## config.mk

```make
export PLATFORM = sky130hd
export DESIGN_NAME = race_state_ctrl
export DESIGN_NICKNAME = d
export VERILOG_FILES = /design/src/rtl/race_state_ctrl.sv
export SDC_FILE = /design/constraint.sdc
export NUM_CORES = 1
export LEC_CHECK = 0
export ABC_CLOCK_PERIOD_IN_PS = 3800
export BUFFER_PORTS_ARGS = -buffer_cell sky130_fd_sc_hd__buf_2
export CORE_MARGIN = 3
export CORE_UTILIZATION = 29
export CTS_CLUSTER_DIAMETER = 50
export DETAILED_ROUTE_END_ITERATION = 10
export SETUP_SLACK_MARGIN = 0.1
export SLEW_MARGIN = 20
export SYNTH_ARGS = -nofsm -noshare
export SYNTH_HDL_FRONTEND = slang
export SYNTH_SLANG_ARGS = --single-unit
```

## constraint.sdc

```tcl
create_clock -name clk -period 3.8 [get_ports clk]
set_clock_uncertainty 0.15 [all_clocks]
set_input_delay 0.95 -clock clk [delete_from_list [all_inputs] [get_ports clk]]
set_output_delay 0.95 -clock clk [all_outputs]
set_load 0.03 [all_outputs]
```

## src/rtl/race_state_ctrl.sv

```systemverilog
// race_state_ctrl: game-flow controller for an N-car, multi-lap race with a
// start countdown. Pixel flags are OR-accumulated across a frame and judged
// once per frame_tick. The state enables drive graphics and audio.
//
// Handshake note: there is no valid/ready pair here. Every event input is a
// single-cycle strobe (frame_tick), or is turned into one by the internal
// enter edge detector. Every output is a registered level.
module race_state_ctrl #(
  parameter int NUM_CARS       = 2,
  parameter int LAPS           = 3,
  parameter int COUNT_SEC      = 3,
  parameter int FRAMES_PER_SEC = 60
) (
  input  logic                    clk,
  input  logic                    reset,
  input  logic                    frame_tick,
  input  logic                    video_on,
  input  logic                    road_on,
  input  logic                    finish_line,
  input  logic [NUM_CARS-1:0]     car_on,
  input  logic                    enter_key,
  input  logic                    key_relese,
  output logic                    start_en,
  output logic                    count_en,
  output logic                    crash_en,
  output logic                    finish_en,
  output logic                    pause,
  output logic                    game_reset,
  output logic [2:0]              count_val,
  output logic [4*NUM_CARS-1:0]   laps,
  output logic [1:0]              winner,
  output logic [NUM_CARS-1:0]     crashed
);

  typedef enum logic [2:0] {
    S_IDLE, S_COUNT, S_RUN, S_PAUSE, S_CRASH, S_FINISH
  } state_t;

  localparam logic [3:0] LAPS_V    = 4'(LAPS);
  localparam logic [2:0] COUNT_V   = 3'(COUNT_SEC);
  localparam logic [7:0] DIV_LAST  = 8'(FRAMES_PER_SEC - 1);

  state_t                  state_q, state_d;
  logic                    raw_q, evt_q;
  logic [NUM_CARS-1:0]     hit_acc_q, ovl_acc_q, ovl_prev_q, ovl_prev_d;
  logic [NUM_CARS-1:0]     hit_now, ovl_now, hit_frame, ovl_frame, rise;
  logic [2:0]              count_q, count_d;
  logic [7:0]              div_q, div_d;
  logic [4*NUM_CARS-1:0]   laps_q, laps_d;
  logic [1:0]              winner_q, winner_d;
  logic [NUM_CARS-1:0]     crashed_q, crashed_d;
  logic                    greset_d;
  logic [3:0]              lap_cur, lap_new;
  logic                    won;
  logic                    start_q, count_en_q, crash_q, finish_q, pause_q, greset_q;

  // Collision and overlap flags for the current pixel. The frame value also
  // includes the frame_tick cycle itself.
  assign hit_now   = car_on & {NUM_CARS{video_on & ~road_on & ~finish_line}};
  assign ovl_now   = car_on & {NUM_CARS{video_on & finish_line}};
  assign hit_frame = hit_acc_q | hit_now;
  assign ovl_frame = ovl_acc_q | ovl_now;
  assign rise      = ovl_frame & ~ovl_prev_q;

  // Register the make code and emit one event per press, so holding the key counts once
  always_ff @(posedge clk or negedge reset) begin
    if (!reset) begin
      raw_q <= 1'b0;
      evt_q <= 1'b0;
    end else begin
      raw_q <= enter_key & ~key_relese;
      evt_q <= (enter_key & ~key_relese) & ~raw_q;
    end
  end

  // Per-frame pixel accumulators; they only gather while racing and restart after each tick
  always_ff @(posedge clk or negedge reset) begin
    if (!reset) begin
      hit_acc_q <= '0;
      ovl_acc_q <= '0;
    end else if (state_q != S_RUN || frame_tick) begin
      hit_acc_q <= '0;
      ovl_acc_q <= '0;
    end else begin
      hit_acc_q <= hit_frame;
      ovl_acc_q <= ovl_frame;
    end
  end

  // Next-state, countdown, lap, and result logic
  always_comb begin
    state_d    = state_q;
    count_d    = count_q;
    div_d      = div_q;
    laps_d     = laps_q;
    winner_d   = winner_q;
    crashed_d  = crashed_q;
    ovl_prev_d = ovl_prev_q;
    greset_d   = 1'b0;
    lap_cur    = '0;
    lap_new    = '0;
    won        = 1'b0;
    case (state_q)
      S_IDLE: if (evt_q) begin
        state_d    = S_COUNT;
        count_d    = COUNT_V;
        div_d      = '0;
        laps_d     = '0;
        winner_d   = '0;
        crashed_d  = '0;
        ovl_prev_d = '0;
      end
      S_COUNT: if (frame_tick) begin
        if (div_q == DIV_LAST) begin
          div_d   = '0;
          count_d = count_q - 3'd1;
          if (count_q == 3'd1) state_d = S_RUN;
        end else begin
          div_d = div_q + 8'd1;
        end
      end
      S_RUN: begin
        // A pause request beats a simultaneous frame, and that frame is dropped
        if (evt_q) begin
          state_d = S_PAUSE;
        end else if (frame_tick) begin
          ovl_prev_d = ovl_frame;
          if (|hit_frame) begin
            crashed_d = hit_frame;
            state_d   = S_CRASH;
          end else begin
            // Walk downward so the lowest finishing index is written last
            for (int i = NUM_CARS - 1; i >= 0; i--) begin
              lap_cur = laps_q[4*i +: 4];
              lap_new = (rise[i] && lap_cur < LAPS_V) ? lap_cur + 4'd1 : lap_cur;
              laps_d[4*i +: 4] = lap_new;
              if (lap_new == LAPS_V) begin
                won      = 1'b1;
                winner_d = 2'(i);
              end
            end
            if (won) state_d = S_FINISH;
          end
        end
      end
      S_PAUSE: if (evt_q) state_d = S_RUN;
      S_CRASH, S_FINISH: if (evt_q) begin
        state_d   = S_IDLE;
        greset_d  = 1'b1;
        laps_d    = '0;
        winner_d  = '0;
        crashed_d = '0;
      end
      default: state_d = S_IDLE;
    endcase
  end

  // State and datapath registers, with outputs decoded from the next state so they change on the same edge
  always_ff @(posedge clk or negedge reset) begin
    if (!reset) begin
      state_q    <= S_IDLE;
      count_q    <= '0;
      div_q      <= '0;
      laps_q     <= '0;
      winner_q   <= '0;
      crashed_q  <= '0;
      ovl_prev_q <= '0;
      start_q    <= 1'b1;
      count_en_q <= 1'b0;
      crash_q    <= 1'b0;
      finish_q   <= 1'b0;
      pause_q    <= 1'b1;
      greset_q   <= 1'b1;
    end else begin
      state_q    <= state_d;
      count_q    <= count_d;
      div_q      <= div_d;
      laps_q     <= laps_d;
      winner_q   <= winner_d;
      crashed_q  <= crashed_d;
      ovl_prev_q <= ovl_prev_d;
      start_q    <= (state_d == S_IDLE);
      count_en_q <= (state_d == S_COUNT);
      crash_q    <= (state_d == S_CRASH);
      finish_q   <= (state_d == S_FINISH);
      pause_q    <= (state_d != S_RUN);
      greset_q   <= greset_d;
    end
  end

  assign start_en   = start_q;
  assign count_en   = count_en_q;
  assign crash_en   = crash_q;
  assign finish_en  = finish_q;
  assign pause      = pause_q;
  assign game_reset = greset_q;
  assign count_val  = count_q;
  assign laps       = laps_q;
  assign winner     = winner_q;
  assign crashed    = crashed_q;

endmodule
```

==> flow_metrics.tcl, run 1 <==
set metrics [dict create \
    ys_seq_area_share_pct 46.58 \
    synth_top_area_share_pct 42.83 \
    first_pass_iters 4 \
    cts_setup_buffers 0 \
    fillers 759 \
    drt_iter0_drc 79 \
    critical-path-top-delay-family "compound AO/OA/AOI/OAI gates" \
    h-tree-depth 2 \
    cap_violations 0 \
    grt_pass1_vias 1770 \
    syn_to_final_growth_pct 15.65 \
    synth.avg_cell_area_um2 9.517 \
    synth_cells 221 \
    cts_tree "yes" \
    n_antenna_cell 0 \
    wl_met2_mm 2.153 \
    status "finished, final reports clean" \
    grt_pass1_wl_mm 8.514 \
    synth_nets 236 \
    rows 30 \
    synth_cell_types 55 \
    fp.dieW_um 91.16 \
    clock-root-buffer "clkbuf_8" \
    clk_latency_ns 0.30 \
    p_seq_share_pct 51.6 \
    wl_mm 4.900 \
    numClockSinks 39 \
    ys.flop_type "dfrtp_1" \
    core_um2 6907 \
    port_buffers 29 \
    vdd_drop_max_v 0.0001313 \
    p_comb_share_pct 17.4 \
    gp_congestion 0.8532 \
    tightest_slew_ns 0.8838 \
    cp.buffers_inverters 1 \
    wl_met1_mm 2.393 \
    synth_xor_area_share_pct 2.499 \
    drv_slew 0 \
    dp_hpwl_mm 3.658 \
    clockBufferDepth 2 \
    hold_buffers 0 \
    synth_largest_area_cell "dfrtp_1" \
    powerDensity_nw_per_um2 385.1 \
    synthAdderAreaFrac_pct 2.974 \
    worstPathCellList "buf_2 > a31oi_1 > nor4b_2 > a32oi_1 > a41oi_2 > a21boi_1" \
    muxShareOfSynthArea_pct 0.9518 \
    tns_ns 0 \
    clockPowerShare_pct 31.0 \
    fin_crit_sh_pct 67.04 \
    required_ns 3.81 \
    setup_viol 0 \
    synth_edf_count 0 \
    synth-simple-area-share_pct 23.97 \
    max_freq_mhz 392.6 \
    routed_via_density 5.014 \
    yosys_register_bits 39 \
    rsz0062_at_grt "false" \
    cts-resized-gates 0 \
    async_reset_ff_share_pct 100.0 \
    crit_fanout 6 \
    start_util_pct 30.45 \
    worstSetupPathType "in -> reg" \
    top_layer "met4" \
    wl_met3_um 262 \
    regArea_um2 979.7 \
    power.switching_mw 0.2824 \
    p_leak_nw 1.074 \
    worst_setup_path_start_kind "input pin" \
    cts-buffers-inserted 5 \
    r2r_slack_ns 1.28 \
    switching_share_pct 30.15 \
    internal-power_mw 0.6543 \
    wl_per_cell_um 14.08 \
    slew_headroom_pct 41.08 \
    nets 267 \
    hold_path.class "reg -> reg" \
    grtUsageTotal_pct 12.60 \
    netlist_area_um2 2103 \
    vias 1745 \
    drc 0 \
    period_needed_ns 2.547 \
    dieArea_um2 8310 \
    multi_input_area_um2 1059 \
    synth_compound_area_share_pct 19.75 \
    hold_viol_final 0 \
    ys_warn_count 0 \
    cp-end-kind "flop" \
    drive_above_1_share_pct 19.84 \
    grt_overflow 0 \
    die_h_um 91.16 \
    slowest_stage "a32oi_1" \
    path_clk_slew_ns 0.07 \
    arrival_ns 2.56 \
    postLayoutCellArea_um2 2432 \
    synth_top_family_by_area "simple AND/OR/NAND/NOR gates" \
    final_antenna_net_count 0 \
    cp_slowest_stage_delay_ns 0.54 \
    placed_area_um2 2345 \
    grt_max_degree 40 \
    antenna_found_initial 0 \
    ios 31 \
    synth.area.top_cells "dfrtp_1 (43%), nor2_1 (4.6%), a21oi_1 (3.8%)" \
]
==> worst register-to-register path: stages (launching register included) <==
cell and delay, ns:
dfrtp_1 0.45, ha_1 0.19, nor2_1 0.05, a2111oi_0 0.68, a22oi_1 0.35, a211o_1 0.39, a21oi_1 0.16
==> flip-flops by register name, indices dropped and copies added (netlist names) <==
signal      count
raw_q           1
div_q           8
laps            8
count_en        1
hit_acc_q       2
start_en        1
ovl_acc_q       2
evt_q           1
winner          1
state_q         3
crash_en        1
crashed         2
finish_en       1
count_val       3
game_reset      1
ovl_prev_q      2
pause           1
==> Yosys cell counts (2+ instances only) <==
| cell type | n |
|---|---|
| nand2_1 | 21 |
| a31oi_1 | 5 |
| nor2b_1 | 4 |
| nor3_1 | 4 |
| dfrtp_1 | 36 |
| xor2_1 | 3 |
| a21boi_0 | 2 |
| nand3_1 | 6 |
| o22ai_1 | 2 |
| or3_1 | 3 |
| ha_1 | 5 |
| xnor2_1 | 3 |
| o21ai_0 | 4 |
| inv_1 | 11 |
| a21oi_1 | 16 |
| or3_4 | 2 |
| o21ai_1 | 2 |
| nand4_1 | 7 |
| and2_1 | 6 |
| o211ai_1 | 4 |
| mux2i_1 | 2 |
| nor2_1 | 26 |
| dfstp_2 | 3 |
| clkbuf_1 | 3 |
| nand2b_1 | 7 |
| a211o_1 | 2 |
| a2111oi_0 | 2 |
| a21o_1 | 3 |
==> area by class of cell <==
class                           instances  area share [%]
Tap cell                               96           4.938
Sequential cell                        39           40.28
Clock buffer                            6           3.395
Timing Repair Buffer                   29           5.967
Multi-Input combinational cell        166           43.52
Inverter                               11           1.698
Clock inverter                          1          0.2058
==> stage by stage <==
stage	setup WS [ns]	cells	utilization (%)	power, mW	hold WS [ns]
6_report	1.253	348	35.22	0.9367	0.2468
5_1_grt	0.9878	348	35.22	0.9961	0.2739
4_1_cts	1.280	348	35.22	0.9486	0.2473
3_5_place_dp	0.9934	341	33.95	0.6550	0.2377
3_3_place_gp	1.039	341	33.95	0.6539	0.2336
2_1_floorplan	1.421	221	-	0.6051	0.2277
==> cells in the final DEF (no fill, tap or decap), types with 2 or more instances in the layout <==
| cell | n |
|---|---|
| dfrtp_1 | 36 |
| buf_2 | 29 |
| nor2_1 | 26 |
| nand2_1 | 21 |
| a21oi_1 | 16 |
| inv_1 | 11 |
| nand2b_1 | 7 |
| nand4_1 | 7 |
| and2_1 | 6 |
| nand3_1 | 6 |
| clkbuf_8 | 6 |
| a31oi_1 | 5 |
| ha_1 | 5 |
| nor2b_1 | 4 |
| o21ai_0 | 4 |
| nor3_1 | 4 |
| o211ai_1 | 4 |
| a21o_1 | 3 |
| or3_1 | 3 |
| xor2_1 | 3 |
| xnor2_1 | 3 |
| dfstp_2 | 3 |
| a2111oi_0 | 2 |
| or3_4 | 2 |
| a21boi_0 | 2 |
| a211o_1 | 2 |
| o21ai_1 | 2 |
| o22ai_1 | 2 |
| mux2i_1 | 2 |
==> kinds of logic after synthesis <==
| group | count (synthesis) |
|---|---|
| adder cells (fa/ha/maj) | 5 |
| flip-flops | 39 |
| AO/OA/AOI/OAI | 56 |
| buffers and inverters | 16 |
| XOR/XNOR | 6 |
| AND/OR/NAND/NOR | 96 |
| multiplexers | 2 |
| other | 1 |
==> layer usage <==
layer | up-vias | global-route usage, %
met4 | 0 | 5.402
met1 | 831 | 17.11
met5 | - | 0
met2 | 44 | 18.82
li1 | 861 | -
met3 | 9 | 3.314
==> power by group through the flow <==
stage,Sequential [mW],Clock (mW),Combinational (mW)
finish,0.483,0.291,0.163
CTS,0.483,0.301,0.165
detailed placement,0.490,0,0.165
global route,0.489,0.318,0.189
floorplan,0.492,0,0.113
global placement,0.492,0,0.162
==> worst paths after layout <==
kind                              end  depth (start not counted)        start
setup / recovery            finish_en                          6  finish_line
hold / removal                  evt_q                          1        raw_q
setup reg to reg             count_en                          6      laps[4]
hold reg to reg                 evt_q                          1        raw_q
max in group asynchronous  state_q[2]                          1        reset
min in group asynchronous     laps[7]                          1        reset
No activity file was read; power rests on OpenSTA's default activity.
==> run 2, diff against run 1 <==
ABC_CLOCK_PERIOD_IN_PS = 2200   (was 3800)
clock period = 2.2 ns   (was 3.8 ns; I/O delays follow)
==> flow_metrics.tcl, run 2 (synthesis results as in run 1) <==
set metrics [dict create \
    clock-root-buffer "clkbuf_8" \
    drive_above_1_share_pct 34.15 \
    period_needed_ns 2.045 \
    h-tree-depth 2 \
    final_antenna_net_count 0 \
    placed_area_um2 2540 \
    postLayoutCellArea_um2 2786 \
    die_h_um 91.16 \
    fp.dieW_um 91.16 \
    fillers 718 \
    setup_viol 0 \
    cp-end-kind "flop" \
    tns_ns 0 \
    p_leak_nw 1.232 \
    grtUsageTotal_pct 13.00 \
    rows 30 \
    vias 1905 \
    worstSetupPathType "reg -> reg" \
    vdd_drop_max_v 0.0003524 \
    drt_iter0_drc 69 \
    dieArea_um2 8310 \
    powerDensity_nw_per_um2 616.5 \
    arrival_ns 2.10 \
    grt_overflow 0 \
    slew_headroom_pct 64.92 \
    final_common_cell "dfrtp_1" \
    dp_hpwl_mm 3.979 \
    start_util_pct 30.45 \
    cts_tree "yes" \
    r2r_cells 5 \
    grt_pass1_vias 1887 \
    numClockSinks 39 \
    regArea_um2 983.4 \
    wl_mm 5.266 \
    gp_congestion 0.8645 \
    syn_to_final_growth_pct 32.48 \
    first_pass_iters 4 \
    fin_crit_sh_pct 92.96 \
    nets 298 \
    tightest_slew_ns 0.5250 \
    reg2reg_from "div_q[6]" \
    antenna_found_initial 0 \
    worst_setup_path_start_kind "flop" \
    path_clk_slew_ns 0.08 \
    rsz0062_at_grt "true" \
    core_um2 6907 \
    hold_ws_ns 0.06196 \
    max_freq_mhz 488.9 \
    r2r_end "pause" \
    grt_max_degree 22 \
    drv_slew 0 \
    clk_latency_ns 0.29 \
    n_antenna_cell 0 \
    routed_via_density 5.013 \
    status "finished, final reports clean" \
    hold_viol_final 0 \
    crit_fanout 3 \
    wl_per_cell_um 13.86 \
    cts-buffers-inserted 5 \
    hold_path.class "in -> async" \
    drc 0 \
    layout_common_cells "dfrtp_1 (33), buf_4 (30), buf_2 (29)" \
    r2r_slack_ns 0.15 \
    port_buffers 29 \
    cap_violations 0 \
    required_ns 2.26 \
    grt_pass1_wl_mm 8.963 \
    multi_input_area_um2 1166 \
    ios 31 \
    clockBufferDepth 2 \
]
[run 2: cell types whose count changed in the layout (fill, tap and decap cells not counted), moves of 2 or more]
cell | before | now
a2111oi_2 | 0 | 2
ha_1 | 5 | 3
dfrtp_2 | 0 | 3
nor2_1 | 26 | 23
dfrtp_1 | 36 | 33
a2111oi_0 | 2 | 0
buf_4 | 0 | 30
nor2_4 | 0 | 2
[run 2: what timing repair did]
action                                 4_1_cts  5_1_grt
endpoints found under the hold margin        0        0
gates resized for setup                      6       14
pin swaps                                    3       11
buffers inserted                             2        7
hold buffers                                 0        0
setup endpoints to repair                    8       13
[run 2: through the flow]
step | power [mW] | instances | worst slack [ns] | util [%]
finish | 1.718 | 380 | 0.1548 | 40.34
global route | 1.828 | 380 | 0.07094 | 40.34
CTS | 1.682 | 373 | 0.08456 | 38.66
detailed placement | 1.179 | 363 | -0.06047 | 36.78
global placement | 1.170 | 363 | -0.001489 | 36.78
floorplan | 1.047 | 221 | 0.1008 | -
[run 2: metal layers]
| metal | track usage (%) | routed length, um | up-vias |
|---|---|---|---|
| li1 | - | - | 917 |
| met3 | 2.900 | 261 | 2 |
| met1 | 17.24 | 2410 | 942 |
| met4 | 2.261 | 8 | 0 |
| met5 | 0 | 0 | - |
| met2 | 21.95 | 2586 | 44 |
[run 2: worst max path at each step]
stage / end / start / slack [ns] / cells past startpoint
floorplan: crash_en / laps[4] / 0.10 / 6
global placement: finish_en / video_on / -0.001 / 8
detailed placement: laps[4] / video_on / -0.06 / 6
CTS: laps[4] / state_q[0] / 0.08 / 6
global route: crashed[1] / finish_line / 0.07 / 6
finish: pause / div_q[6] / 0.15 / 5
[run 2: final cells by class]
cell class | count | area share (%)
Inverter | 11 | 1.482
Clock buffer | 6 | 2.604
Tap cell | 96 | 4.311
Sequential cell | 39 | 35.29
Multi-Input combinational cell | 166 | 41.85
Clock inverter | 2 | 0.4490
Timing Repair Buffer | 60 | 14.01
[run 2: report_power, final]
| part | total (mW) | internal, mW | switching (mW) |
|---|---|---|---|
| Combinational | 0.407 | 0.191 | 0.216 |
| Sequential | 0.833 | 0.777 | 0.0553 |
| Clock | 0.478 | 0.222 | 0.257 |
[run 2: critical path, stage by stage (launching register included)]
cell	delay [ns]
dfrtp_1	0.38
or3_4	0.39
or3_4	0.43
o211a_1	0.22
nor3_1	0.25
o211ai_1	0.14
